## config.mk

```make
export PLATFORM = sky130hd
export DESIGN_NAME = serial_link_perf_window
export DESIGN_NICKNAME = d
export VERILOG_FILES = /design/src/rtl/serial_link_perf_pkg.sv /design/src/rtl/serial_link_perf_counter.sv /design/src/rtl/serial_link_perf_window.sv
export SDC_FILE = /design/constraint.sdc
export NUM_CORES = 1
export LEC_CHECK = 0
export BUFFER_PORTS_ARGS = -buffer_cell sky130_fd_sc_hd__buf_2
export CAP_MARGIN = 10
export CORE_ASPECT_RATIO = 1.2
export CORE_MARGIN = 5
export CORE_UTILIZATION = 50
export CTS_BUF_LIST = sky130_fd_sc_hd__clkbuf_8
export CTS_CLUSTER_SIZE = 25
export DETAILED_ROUTE_END_ITERATION = 16
export GPL_TIMING_DRIVEN = 0
export HOLD_SLACK_MARGIN = 0.15
export PLACE_DENSITY = 0.62
export SKIP_CTS_REPAIR_TIMING = 1
export SLEW_MARGIN = 20
export SYNTH_ARGS = -nofsm -noshare
export SYNTH_HDL_FRONTEND = slang
export SYNTH_HIERARCHICAL = 1
export SYNTH_SLANG_ARGS = --single-unit
```

## constraint.sdc

```tcl
create_clock -name clk_i -period 11.8 [get_ports clk_i]
set_clock_uncertainty 0.15 [all_clocks]
set_input_delay 1.77 -clock clk_i [delete_from_list [all_inputs] [get_ports clk_i]]
set_output_delay 1.77 -clock clk_i [all_outputs]
set_load 0.005 [all_outputs]
```

## src/rtl/serial_link_perf_pkg.sv

```systemverilog
// +----------------------------------------------------------------------------+
// | serial_link_perf_pkg: shared types and constants for the link perf window. |
// | Rev 1.0                                                                    |
// +----------------------------------------------------------------------------+
`default_nettype none

package serial_link_perf_pkg;

  typedef enum logic [1:0] {
    PERF_IDLE = 2'd0,
    PERF_RUN  = 2'd1,
    PERF_DONE = 2'd2
  } perf_state_e;

  localparam int PerfAddrCycles = 0;
  localparam int PerfAddrEvBase = 1;

  localparam int PerfStatusBusyBit = 0;
  localparam int PerfStatusDoneBit = 1;
  localparam int PerfStatusOvfBit  = 2;

endpackage

`default_nettype wire

```

## src/rtl/serial_link_perf_counter.sv

```systemverilog
// +----------------------------------------------------------------------------+
// | serial_link_perf_counter: one event counter with clear/enable/increment.   |
// | SERIAL_LINK_PERF_SATURATE_EN makes it saturate; otherwise it wraps.        |
// | Rev 1.0                                                                    |
// +----------------------------------------------------------------------------+
`default_nettype none

module serial_link_perf_counter
  import serial_link_perf_pkg::*;
#(
  parameter int CntWidth = 32
) (
  input  logic                i_clk,
  input  logic                i_rst,
  input  logic                i_clr,
  input  logic                i_en,
  input  logic                i_inc,
  output logic [CntWidth-1:0] o_nxt,
  output logic                o_sat
);

  logic [CntWidth-1:0] r_cnt;
  logic [CntWidth-1:0] w_nxt;
  logic                w_sat;

  // o_nxt exposes the post-edge value so the snapshot can include the final cycle.
  always_comb begin
    w_nxt = r_cnt;
    w_sat = 1'b0;
    if (i_clr) begin
      w_nxt = '0;
    end else if (i_en && i_inc) begin
`ifdef SERIAL_LINK_PERF_SATURATE_EN
      if (&r_cnt) begin
        w_sat = 1'b1;
      end else begin
        w_nxt = r_cnt + CntWidth'(1);
      end
`else
      w_nxt = r_cnt + CntWidth'(1);
`endif
    end
  end

  always_ff @(posedge i_clk or posedge i_rst) begin
    if (i_rst) begin
      r_cnt <= '0;
    end else begin
      r_cnt <= w_nxt;
    end
  end

  assign o_nxt = w_nxt;
  assign o_sat = w_sat;

endmodule

`default_nettype wire

```

## src/rtl/serial_link_perf_window.sv

```systemverilog
// +----------------------------------------------------------------------------+
// | serial_link_perf_window: windowed event monitor with snapshot read port.   |
// | Optional saturation/overflow via SERIAL_LINK_PERF_SATURATE_EN.             |
// | Rev 1.0                                                                    |
// +----------------------------------------------------------------------------+
`default_nettype none

module serial_link_perf_window
  import serial_link_perf_pkg::*;
#(
  parameter int NumEvents = 6,
  parameter int CntWidth  = 32,
  parameter int AddrWidth = 4
) (
  input  logic                 clk_i,
  input  logic                 rst_i,
  input  logic                 start_i,
  input  logic                 stop_i,
  input  logic                 clear_i,
  input  logic [CntWidth-1:0]  window_i,
  input  logic [NumEvents-1:0] event_i,
  output logic                 busy_o,
  output logic                 done_o,
  input  logic                 rd_req_valid_i,
  output logic                 rd_req_ready_o,
  input  logic [AddrWidth-1:0] rd_addr_i,
  output logic                 rd_rsp_valid_o,
  input  logic                 rd_rsp_ready_i,
  output logic [CntWidth-1:0]  rd_rsp_data_o,
  output logic                 rd_rsp_err_o
);

  localparam int c_NumCnt     = NumEvents + 1;
  localparam int c_AddrStatus = NumEvents + 1;

  perf_state_e         r_state;
  perf_state_e         w_state_nxt;
  logic [CntWidth-1:0] r_win;
  logic [CntWidth-1:0] r_snap     [c_NumCnt];
  logic [CntWidth-1:0] w_snap_nxt [c_NumCnt];
  logic [CntWidth-1:0] w_live_nxt [c_NumCnt];
  logic [c_NumCnt-1:0] w_inc;
  logic [c_NumCnt-1:0] w_sat;
  logic                r_ovf;
  logic                w_ovf_nxt;
  logic                w_run;
  logic                w_start_ok;
  logic                w_live_clr;
  logic                w_term;
  logic [2:0]          w_status;
  logic [CntWidth-1:0] w_rd_data;
  logic                w_rd_err;
  logic                r_rsp_valid;
  logic                r_rsp_err;
  logic [CntWidth-1:0] r_rsp_data;

  assign w_run      = (r_state == PERF_RUN);
  assign w_start_ok = start_i && !w_run;
  assign w_live_clr = clear_i || w_start_ok;
  assign w_term     = w_run && !clear_i &&
                      (stop_i || ((r_win != '0) && (w_live_nxt[PerfAddrCycles] == r_win)));

  always_comb begin
    w_inc = '0;
    w_inc[PerfAddrCycles] = 1'b1;
    for (int i = 0; i < NumEvents; i++) begin
      w_inc[PerfAddrEvBase + i] = event_i[i];
    end
  end

  generate
    for (genvar g = 0; g < c_NumCnt; g++) begin : g_cnt
      serial_link_perf_counter #(
        .CntWidth(CntWidth)
      ) u_cnt (
        .i_clk (clk_i),
        .i_rst (rst_i),
        .i_clr (w_live_clr),
        .i_en  (w_run),
        .i_inc (w_inc[g]),
        .o_nxt (w_live_nxt[g]),
        .o_sat (w_sat[g])
      );
    end
  endgenerate

  always_comb begin
    w_state_nxt = r_state;
    if (clear_i) begin
      w_state_nxt = PERF_IDLE;
    end else begin
      case (r_state)
        PERF_IDLE, PERF_DONE: if (start_i) w_state_nxt = PERF_RUN;
        PERF_RUN:             if (w_term)  w_state_nxt = PERF_DONE;
        default:              w_state_nxt = PERF_IDLE;
      endcase
    end
  end

  always_ff @(posedge clk_i or posedge rst_i) begin
    if (rst_i) begin
      r_state <= PERF_IDLE;
    end else begin
      r_state <= w_state_nxt;
    end
  end

  // Next-state views let a read issued on the update edge return the new value.
  always_comb begin
    for (int k = 0; k < c_NumCnt; k++) begin
      w_snap_nxt[k] = clear_i ? '0 : (w_term ? w_live_nxt[k] : r_snap[k]);
    end
  end

  assign w_ovf_nxt = w_live_clr ? 1'b0 : (r_ovf || (|w_sat));

  always_comb begin
    w_status = '0;
    w_status[PerfStatusBusyBit] = (w_state_nxt == PERF_RUN);
    w_status[PerfStatusDoneBit] = (w_state_nxt == PERF_DONE);
    w_status[PerfStatusOvfBit]  = w_ovf_nxt;
  end

  always_comb begin
    w_rd_data = '0;
    w_rd_err  = 1'b1;
    for (int k = 0; k < c_NumCnt; k++) begin
      if (rd_addr_i == AddrWidth'(k)) begin
        w_rd_data = w_snap_nxt[k];
        w_rd_err  = 1'b0;
      end
    end
    if (rd_addr_i == AddrWidth'(c_AddrStatus)) begin
      w_rd_data = CntWidth'(w_status);
      w_rd_err  = 1'b0;
    end
  end

  always_ff @(posedge clk_i or posedge rst_i) begin
    if (rst_i) begin
      r_win <= '0;
      r_ovf <= 1'b0;
      for (int k = 0; k < c_NumCnt; k++) begin
        r_snap[k] <= '0;
      end
    end else begin
      r_ovf <= w_ovf_nxt;
      if (w_start_ok && !clear_i) begin
        r_win <= window_i;
      end
      for (int k = 0; k < c_NumCnt; k++) begin
        r_snap[k] <= w_snap_nxt[k];
      end
    end
  end

  always_ff @(posedge clk_i or posedge rst_i) begin
    if (rst_i) begin
      r_rsp_valid <= 1'b0;
      r_rsp_data  <= '0;
      r_rsp_err   <= 1'b0;
    end else if (rd_req_valid_i && !r_rsp_valid) begin
      r_rsp_valid <= 1'b1;
      r_rsp_data  <= w_rd_data;
      r_rsp_err   <= w_rd_err;
    end else if (r_rsp_valid && rd_rsp_ready_i) begin
      r_rsp_valid <= 1'b0;
    end
  end

  assign busy_o         = w_run;
  assign done_o         = (r_state == PERF_DONE);
  assign rd_req_ready_o = !r_rsp_valid;
  assign rd_rsp_valid_o = r_rsp_valid;
  assign rd_rsp_data_o  = r_rsp_data;
  assign rd_rsp_err_o   = r_rsp_err;

endmodule

`default_nettype wire

```

==> impl_metrics.csv <==
group,metric,value,unit
outcome,status,"finished clean",
layout,final_cell_mix,"dfrtp_1 (517), nand2_1 (506), nor2_1 (249), a21oi_1 (234), nand3_1 (135)",
timing,fin_setup_tns,0,ns
global_route,antenna_found_initial,6,
drt,routed-via-count,22300,
synth,yosysWarningCount,6,
clocking,clk_path_buf_depth,3,
worst_setup_path,cp_top_family,"buffers and inverters",
power_and_ir_drop,power_per_cell_area,130,nW/um^2
floorplanning,die_h,260,um
timing,hold_viol,0,
drt,ant_nets,0,
worst_setup_path,cpMostUsedCell,"clkbuf_1",
global_route,grt_pass1_wl,135000,um
synth,synth_edf_count,0,
clocking,cts_root_buffer,"clkbuf_8",
timing,rsz0062_at_grt,"no",
place,port_buffers,84,
timing,worst_slew_pin_slew,1.03,ns
synth,synthDistinctLibCells,56,
clocking,cts_sinks,517,
layout,fin_util,0.569,
flow_run,max-cap-violations,0,
layout,stdcell_area,29300,sq um
drt,drt-wirelength-per-cell,24.2,um
worst_setup_path,cp_slowest_stage_delay,0.86,ns
layout,drive_gt1_frac,0.135,
place,place_area,27500,sq um
worst_setup_path,criticalPathCategory,"in -> reg",
layout,nets,2989,
timing,period_share,0.646,
floorplanning,dieArea,56900,sq um
power_and_ir_drop,p_leak,11.9,nW
layout,layout_commonest_cell,"dfrtp_1",
worst_setup_path,crit_arrival,7.99,ns
timing,max_freq,131,MHz
floorplanning,io_pins,86,
worst_setup_path,cp_num_buf_inv,6,
place,hpwl,68500,um
floorplanning,start_util,0.506,
clocking,path_clk_slew,0.06,ns
synth,synth_top_area_frac,0.496,
layout,finalNonFillerCells,3698,
drt,drt-pass1-iter-count,14,
place,gp_congestion,1.00,
synth,synthFlopType,"dfrtp_1",
power_and_ir_drop,total_power,3.81,mW
synth,netlist.top_cell.by_area,"dfrtp_1",
synth,synth_seq_cells,517,
timing,slew_headroom,0.310,
floorplanning,rows,91,
global_route,grt_usage,0.312,
clocking,tritoncts.num_buffers,87,
floorplanning,coreArea,51600,sq um
drt,via_per_inst,6.04,
synth,syn_avg_cell_area,9.48,sq um
place,pre_cts_slack,3.65,ns
timing,drv_slew,0,
hold_path,min_path_type,"reg -> reg",
timing,holdWs,0.331,ns
global_route,overflow,0,
worst_setup_path,cp.required,12.17,ns
clocking,ctsHtreeMaxLevel,3,
timing,min_period,7.62,ns
floorplanning,fp.dieW,219,um
drt,first_iter_violations,2712,
worst_setup_path,start_kind,"input pin",
drt,route.detailed.drc,0,
worst_setup_path,critPathSlowestCell,"nand2b_1",
worst_setup_path,worstSetupEndpointType,"flop",
synth,synthCells,2752,
worst_setup_path,crit_chain,"clkbuf_1 -> clkbuf_1 -> nand2b_1 -> clkbuf_1 -> clkbuf_1 -> nor2_1 -> xnor2_1 -> nand4_1 -> nor4_2 -> a31oi_2 -> nor2_4 -> buf_2 -> clkbuf_1 -> nand3_1 -> a22oi_1 -> o21ai_1",
power_and_ir_drop,max-vdd-ir-drop,0.000104,V
worst_setup_path,crit_fanout,10,
clocking,clk_latency,0.69,ns
place,place_inst,3541,
synth,synth_area_leaders,"dfrtp_1 (50%), nand2_1 (7.3%), a21oi_1 (4.5%)",
synth,seq_area_frac_synth,0.496,
layout,area_growth,12.4,%
drt,wl,89500,um
clocking,cts_tree,"done",
synth,async_reset_ff_frac,1.00,
global_route,grt_start_max_net_pins,106,
global_route,first_global_vias,22000,
timing,fin_ws,4.18,ns
synth,syn_area,26100,sq um
timing,setup_viol_count_final,0,
-- final timing paths --
check	start	endpoint	slack, ns	depth (start not counted)
min reg2reg	rd_rsp_data_o[8]$_DFFE_PP0P_	rd_rsp_data_o[8]$_DFFE_PP0P_	0.33	2
max in group asynchronous	rst_i	r_snap[55]$_DFF_PP0_	9.25	4
min	rd_rsp_data_o[8]$_DFFE_PP0P_	rd_rsp_data_o[8]$_DFFE_PP0P_	0.33	2
max reg2reg	r_state[1]$_DFF_PP0_	rd_rsp_data_o[21]$_DFFE_PP0P_	5.32	17
min in group asynchronous	rst_i	rd_rsp_data_o[1]$_DFFE_PP0P_	1.10	2
max	clear_i	rd_rsp_data_o[21]$_DFFE_PP0P_	4.18	16
-- sequential cells by signal, summed over array words and instances, names as in the netlist --
| register | count |
|---|---|
| rd_rsp_err_o | 1 |
| r_win | 32 |
| r_state | 2 |
| rd_rsp_valid_o | 1 |
| r_ovf | 1 |
| r_snap | 224 |
| rd_rsp_data_o | 32 |
| g_cnt.u_cnt/r_cnt | 224 |
-- Yosys cell counts, drive strengths merged (3+ instances only) --
library cell	number
nor2	258
nor4	44
or4	14
xnor2	116
xor2	98
buf	51
dfrtp	517
nor3b	8
nand2	506
a21oi	234
conb	8
ha	7
nor2b	13
nand3	142
and4	21
a221oi	53
nor4b	14
nand2b	8
and2	16
o21ai	79
or3	22
clkbuf	124
nor3	30
nand4	73
o221ai	3
o31ai	9
o32a	3
and3	35
a22oi	27
a31oi	3
nand4b	7
mux2i	35
mux2	66
a222oi	56
o22ai	7
inv	38
-- final cells by class --
type,instances,area [sq um]
diodes,3,7.51
clock buffers,115,1580
inverters,38,150
plain buffers,175,873
clock inverters,39,225
flip-flops and latches,517,12900
repair buffers,88,523
multi-input cells,2026,12200
fillers,4628,22200
well taps,697,872
-- where the power goes --
part / switching [mW] / internal (mW) / total [mW]
clock network: 0.742 / 0.912 / 1.65
logic: 0.210 / 0.0964 / 0.307
registers: 0.0352 / 1.81 / 1.85
-- worst min-delay path, cell delays in order (launching register included) --
cell and delay (ns):
dfrtp_1 0.33, nand2_1 0.05, o21ai_1 0.06
-- cells by family (layout without fill, tap and decap cells) --
family / Yosys count / count (layout) / synth area share
xor gates and xnor gates: 214 / 214 / 0.0718
buffers and inverters: 213 / 455 / 0.0389
adders and majority gates: 7 / 7 / 0.00336
and+or+nand+nor: 1214 / 1214 / 0.231
other: 8 / 15 / 0.00115
muxes: 101 / 101 / 0.0419
DFF: 517 / 517 / 0.496
AOI/OAI and AO/OA: 478 / 478 / 0.116
-- per-layer routing --
layer / wire length, um / share of wire / vias up / GRT usage
met5: 13 / 0.00015 / - / 0
met1: 35500 / 0.40 / 11000 / 0.403
met3: 6590 / 0.074 / 234 / 0.0533
met2: 41600 / 0.47 / 1003 / 0.500
met4: 5750 / 0.064 / 2 / 0.176
li1: - / - / 10100 / -
Note: power is estimated with default switching activity, not from simulation.
